$ cat config.mk
export PLATFORM = sky130hd
export DESIGN_NAME = mem_port_arbiter
export DESIGN_NICKNAME = d
export VERILOG_FILES = /design/src/rtl/mem_port_arbiter.sv
export SDC_FILE = /design/constraint.sdc
export NUM_CORES = 1
export LEC_CHECK = 0
export ABC_AREA = 0
export CAP_MARGIN = 40
export CORE_ASPECT_RATIO = 1.1
export CORE_MARGIN = 4
export CORE_UTILIZATION = 43
export DETAILED_ROUTE_END_ITERATION = 12
export GPL_ROUTABILITY_DRIVEN = 0
export HOLD_SLACK_MARGIN = 0.05
export PLACE_DENSITY_LB_ADDON = 0.2
export SYNTH_ARGS = -nofsm -noshare
export SYNTH_HDL_FRONTEND = slang
export SYNTH_SLANG_ARGS = --single-unit
$ cat constraint.sdc
create_clock -name clk -period 3.71 [get_ports clk]
set_input_delay 0.5565 -clock clk [delete_from_list [all_inputs] [get_ports clk]]
set_output_delay 0.5565 -clock clk [all_outputs]
set_load 0.03 [all_outputs]
$ cat src/rtl/mem_port_arbiter.sv
// ============================================================================
// mem_port_arbiter - shares one single-ported sync RAM between IF and MEM.
// Revision: 1.0
// ============================================================================
`default_nettype none

module mem_port_arbiter #(
  parameter int ADDR_W      = 20,
  parameter int WAIT_CYCLES = 1
) (
  input  logic              clk,
  input  logic              rst,
  // instruction-fetch requester
  input  logic              if_req,
  input  logic [31:0]       if_addr,
  output logic [31:0]       if_rdata,
  output logic              if_ready,
  // data-access requester
  input  logic              mem_re,
  input  logic              mem_we,
  input  logic [31:0]       mem_addr,
  input  logic [31:0]       mem_wdata,
  input  logic [3:0]        mem_be,
  output logic [31:0]       mem_rdata,
  output logic              mem_ready,
  // pipeline stall indications
  output logic              stall_if,
  output logic              stall_mem,
  // RAM side
  output logic              ram_ce,
  output logic              ram_we,
  output logic [3:0]        ram_be,
  output logic [ADDR_W-1:0] ram_addr,
  output logic [31:0]       ram_wdata,
  input  logic [31:0]       ram_rdata
);

  localparam logic [3:0] C_WAIT = 4'(WAIT_CYCLES);

  typedef enum logic [1:0] {
    IDLE = 2'd0,
    BUSY = 2'd1,
    RESP = 2'd2
  } state_t;

  typedef enum logic {
    OWN_IF  = 1'b0,
    OWN_MEM = 1'b1
  } owner_t;

  state_t              r_state;
  state_t              w_state_nxt;
  owner_t              r_owner;
  logic [3:0]          r_cnt;
  logic                r_collide;
  logic                r_ram_ce;
  logic                r_ram_we;
  logic [3:0]          r_ram_be;
  logic [ADDR_W-1:0]   r_ram_addr;
  logic [31:0]         r_ram_wdata;
  logic [31:0]         r_if_rdata;
  logic [31:0]         r_mem_rdata;
  logic                r_if_ready;
  logic                r_mem_ready;
  logic                w_grant_mem;
  logic                w_grant_if;
  logic                w_done;

  always_ff @(posedge clk or negedge rst) begin
    if (!rst) begin
      r_state <= IDLE;
    end else begin
      r_state <= w_state_nxt;
    end
  end

  // Data requests have fixed priority; RESP never regrants so IF cannot starve
  // behind a single held data request.
  always_comb begin
    w_state_nxt = r_state;
    w_grant_mem = 1'b0;
    w_grant_if  = 1'b0;
    w_done      = 1'b0;
    case (r_state)
      IDLE: begin
        if (mem_re || mem_we) begin
          w_grant_mem = 1'b1;
          w_state_nxt = BUSY;
        end else if (if_req) begin
          w_grant_if  = 1'b1;
          w_state_nxt = BUSY;
        end
      end
      BUSY: begin
        if (r_cnt == 4'd0) begin
          w_done      = 1'b1;
          w_state_nxt = RESP;
        end
      end
      RESP:    w_state_nxt = IDLE;
      default: w_state_nxt = IDLE;
    endcase
  end

  always_ff @(posedge clk or negedge rst) begin
    if (!rst) begin
      r_owner     <= OWN_IF;
      r_cnt       <= 4'd0;
      r_collide   <= 1'b0;
      r_ram_ce    <= 1'b0;
      r_ram_we    <= 1'b0;
      r_ram_be    <= 4'd0;
      r_ram_addr  <= '0;
      r_ram_wdata <= 32'd0;
      r_if_rdata  <= 32'd0;
      r_mem_rdata <= 32'd0;
      r_if_ready  <= 1'b0;
      r_mem_ready <= 1'b0;
    end else begin
      r_if_ready  <= 1'b0;
      r_mem_ready <= 1'b0;
      if (w_grant_mem) begin
        r_owner     <= OWN_MEM;
        r_cnt       <= C_WAIT;
        r_collide   <= mem_re & mem_we;
        r_ram_ce    <= 1'b1;
        r_ram_we    <= mem_we;
        r_ram_be    <= mem_we ? mem_be : 4'b1111;
        r_ram_addr  <= mem_addr[ADDR_W+1:2];
        r_ram_wdata <= mem_wdata;
      end else if (w_grant_if) begin
        r_owner     <= OWN_IF;
        r_cnt       <= C_WAIT;
        r_collide   <= 1'b0;
        r_ram_ce    <= 1'b1;
        r_ram_we    <= 1'b0;
        r_ram_be    <= 4'b1111;
        r_ram_addr  <= if_addr[ADDR_W+1:2];
        r_ram_wdata <= 32'd0;
      end else if (r_state == BUSY) begin
        if (w_done) begin
          r_ram_ce <= 1'b0;
          r_ram_we <= 1'b0;
          if (r_owner == OWN_IF) begin
            r_if_rdata <= ram_rdata;
            r_if_ready <= 1'b1;
          end else begin
            r_mem_ready <= 1'b1;
            // plain writes leave mem_rdata untouched; a re+we collision reads as zero
            if (!r_ram_we) begin
              r_mem_rdata <= ram_rdata;
            end else if (r_collide) begin
              r_mem_rdata <= 32'd0;
            end
          end
        end else begin
          r_cnt <= r_cnt - 4'd1;
        end
      end
    end
  end

  assign ram_ce    = r_ram_ce;
  assign ram_we    = r_ram_we;
  assign ram_be    = r_ram_be;
  assign ram_addr  = r_ram_addr;
  assign ram_wdata = r_ram_wdata;
  assign if_rdata  = r_if_rdata;
  assign mem_rdata = r_mem_rdata;
  assign if_ready  = r_if_ready;
  assign mem_ready = r_mem_ready;

  assign stall_if  = if_req & ~r_if_ready;
  assign stall_mem = (mem_re | mem_we) & ~r_mem_ready;

  // Byte-offset and above-range address bits are intentionally discarded.
  logic w_unused_lo;
  assign w_unused_lo = ^{if_addr[1:0], mem_addr[1:0]};

  generate
    if (ADDR_W < 30) begin : g_trunc_hi
      logic w_unused_hi;
      assign w_unused_hi = ^{if_addr[31:ADDR_W+2], mem_addr[31:ADDR_W+2]};
    end
  endgenerate

endmodule

`default_nettype wire
==> metrics.yaml <==
worst_setup_path:
  crit_buf_inv: 2
  crit_family: "buffers and inverters"
  crit_type: "primary input to output pin"
  r2r_slack_ns: 1.16
  cp_cell_sequence: "clkdlybuf4s50_1 -> nor2_1 -> nor2_1 -> clkdlybuf4s50_1"
  cp_max_fo: 6
  slowest_delay_ns: 0.63
  critical_path_required_ns: 3.15
  critPathArrivalTime_ns: 2.16
  cpMaxStageDelayCell: "clkdlybuf4s50_1"
  endpoint_kind: "output pin"
  startpoint_type: "primary input"
yosys:
  syn_inst: 348
  synth_top_area_share_pct: 64.7
  synth-seq-cells: 132
  avgSynthCellArea_um2: 14.7
  syn_nets: 486
  synthFlopType: "dfrtp_1"
  async_flop_share_pct: 100
  synth.area.top_cells: "dfrtp_1 (65%), a22o_1 (11%), mux2_4 (8.5%)"
  ys_seq_area_share_pct: 64.7
  ys_types: 35
  synth_top_cell_by_area: "dfrtp_1"
  synth_warnings: 0
  synth_edf_count: 0
  netlist_area_um2: 5110
power:
  p_sw_mw: 3.30
  swShare_pct: 38.9
  p_per_area_nw_per_um2: 1020
  p_int_mw: 5.17
  leakage_nw: 3.65
  p_comb_share_pct: 50.4
  seqPwrFrac_pct: 29.7
  finalPower_mw: 8.47
  p_clk_share_pct: 20.0
  vdd_drop_max_uv: 563
global_routing:
  grt_overflow_total: 0
  grt_start_max_net_pins: 71
  grt_pass1_vias: 4236
  grt_usage_pct: 20.3
  grt_pass1_wl_mm: 21.9
  antenna_found_initial: 0
floorplanning:
  fp.dieW_um: 112
  io_pins: 263
  core-area_um2: 11500
  initial_core_util_pct: 44.3
  row_count: 41
  die_area_um2: 13700
  die_y_um: 122
route:
  wl_per_cell_um: 18.4
  firstDrtPassIters: 4
  drc: 0
  drtIter0Drc: 214
  postRouteAntennaNets: 0
  vias: 3968
  wl_mm: 13.8
  vias_per_cell: 5.28
sta:
  setup-tns-final_ns: 0
  setup_violations: 0
  fin_crit_sh_pct: 73.3
  slew_violations: 0
  hold_ws_ns: 0.486
  fmax_mhz: 368
  hold_violations: 0
  rsz0062_at_grt: "false"
  clock-skew-final_ns: 0.0127
  slew_headroom_pct: 55.5
  period_minus_slack_ns: 2.72
  tightest_slew_ns: 0.666
clock_network:
  insertion_delay_ns: 0.41
  clock_sinks: 132
  cts_setup_buffers: 0
  clk_pin_slew_ns: 0.06
  ctsRootBufferMaster: "clkbuf_16"
  cts_made_buffers: 17
  cts_buffer_depth: 2
  cts_tree: "yes"
  htree_levels: 4
layout:
  area_growth_pct: 61.8
  multi_input_area_um2: 1630
  antenna_cells: 0
  fin_nets: 727
  seqCellArea_um2: 3300
  nFillCells: 811
  drive_gt1_share_pct: 13.8
worst_hold_path:
  hp-class: "primary input to asynchronous set/reset pin"
run_status:
  status: "finished, final reports clean"
flow_run:
  drv_cap: 0
placement:
  dp_hpwl_mm: 9.57
  port_buffers: 238
==> cells in the final DEF (no fill, tap or decap), types with 2 or more instances in the layout <==
| cell type | count |
|---|---|
| a22o_1 | 64 |
| clkinvlp_4 | 5 |
| bufinv_16 | 3 |
| nand2_1 | 4 |
| o22a_1 | 4 |
| mux2_2 | 3 |
| inv_1 | 6 |
| o22ai_1 | 20 |
| nor3_1 | 3 |
| nor2_1 | 7 |
| clkbuf_16 | 17 |
| o21ai_0 | 8 |
| inv_6 | 2 |
| buf_12 | 2 |
| dfrtp_1 | 132 |
| a21oi_1 | 2 |
| buf_4 | 7 |
| clkdlybuf4s50_1 | 237 |
| clkinv_2 | 2 |
| mux2_4 | 29 |
| a2bb2oi_1 | 20 |
| and3_1 | 2 |
| clkinv_4 | 3 |
==> power groups by stage <==
stage / logic, mW / registers [mW] / clock network, mW
final: 4.27 / 2.51 / 1.69
after floorplan: 1.28 / 3.73 / 0
after global placement: 4.22 / 2.50 / 0
after detailed placement: 4.29 / 2.51 / 0
after global routing: 4.48 / 2.60 / 1.79
after CTS: 4.31 / 2.51 / 1.73
==> cell families after synthesis <==
group | Yosys count | synth area share [%]
DFF | 132 | 64.7
AOI/OAI and AO/OA | 123 | 19.4
buffers and inverters | 33 | 3.62
muxes | 32 | 9.18
and+or+nand+nor | 27 | 2.91
adders and majority gates | 1 | 0.245
==> sequential cells by signal, summed over array words and instances (netlist names) <==
| signal | cells |
|---|---|
| ram_we | 1 |
| ram_wdata | 32 |
| ram_be | 4 |
| r_state | 2 |
| r_owner | 1 |
| ram_ce | 1 |
| ram_addr | 20 |
| r_cnt | 4 |
| if_rdata | 32 |
| mem_ready | 1 |
| mem_rdata | 32 |
| r_collide | 1 |
| if_ready | 1 |
==> layer usage <==
metal | routed length (um) | vias to the layer above | GRT usage, % | part of all wire, %
li1 | - | 1814 | - | -
met3 | 1190 | 20 | 7.25 | 8.6
met2 | 6610 | 172 | 32.1 | 48
met1 | 5770 | 1962 | 25.4 | 42
met4 | 277 | 0 | 8.37 | 2.0
met5 | 0 | - | 0 | 0
==> path summary, 6_finish.rpt <==
kind / start / to / cells after the start
max reg2reg: r_cnt[0] / if_rdata[31] / 6
min in group clk: mem_rdata[28] / mem_rdata[28] / 1
max in group asynchronous: rst / if_rdata[25] / 4
min: rst / mem_rdata[29] / 2
min reg2reg: mem_rdata[28] / mem_rdata[28] / 1
max: mem_we / stall_mem / 4
==> final cells by class <==
class / count / share of cell area, %
Sequential cell: 132 / 40.0
Timing Repair Buffer: 249 / 30.4
Multi-Input combinational cell: 183 / 19.7
Clock buffer: 17 / 5.15
Tap cell: 150 / 2.27
Clock inverter: 15 / 2.19
Inverter: 6 / 0.272
==> metrics by stage <==
stage / cells / setup WS (ns) / utilization, % / cell area, um2
3_3_place_gp: 716 / 1.05 / 65.7 / 7590
4_1_cts: 752 / 0.982 / 71.6 / 8270
6_report: 752 / 0.991 / 71.6 / 8270
2_1_floorplan: 348 / 1.67 / - / 5110
3_5_place_dp: 719 / 1.02 / 66.3 / 7650
5_1_grt: 752 / 0.912 / 71.6 / 8270
==> cell usage after synthesis, types with 2 or more instances <==
| cell type | number |
|---|---|
| dfrtp_1 | 132 |
| a22o_1 | 64 |
| mux2_4 | 29 |
| a2bb2oi_1 | 20 |
| o22ai_1 | 20 |
| clkbuf_1 | 16 |
| nor2_1 | 8 |
| o21ai_0 | 8 |
| inv_1 | 6 |
| buf_2 | 4 |
| nand2_1 | 4 |
| o22a_1 | 4 |
| buf_1 | 3 |
| buf_12 | 3 |
| mux2_2 | 3 |
| nor3_1 | 3 |
| a21oi_1 | 2 |
| and3_1 | 2 |
==> repair_timing <==
item,4_1_cts,5_1_grt
hold buffers,1,0
hold endpoints to repair,2,0
gates resized for setup,0,0
Note: power is estimated with default switching activity, not from simulation.
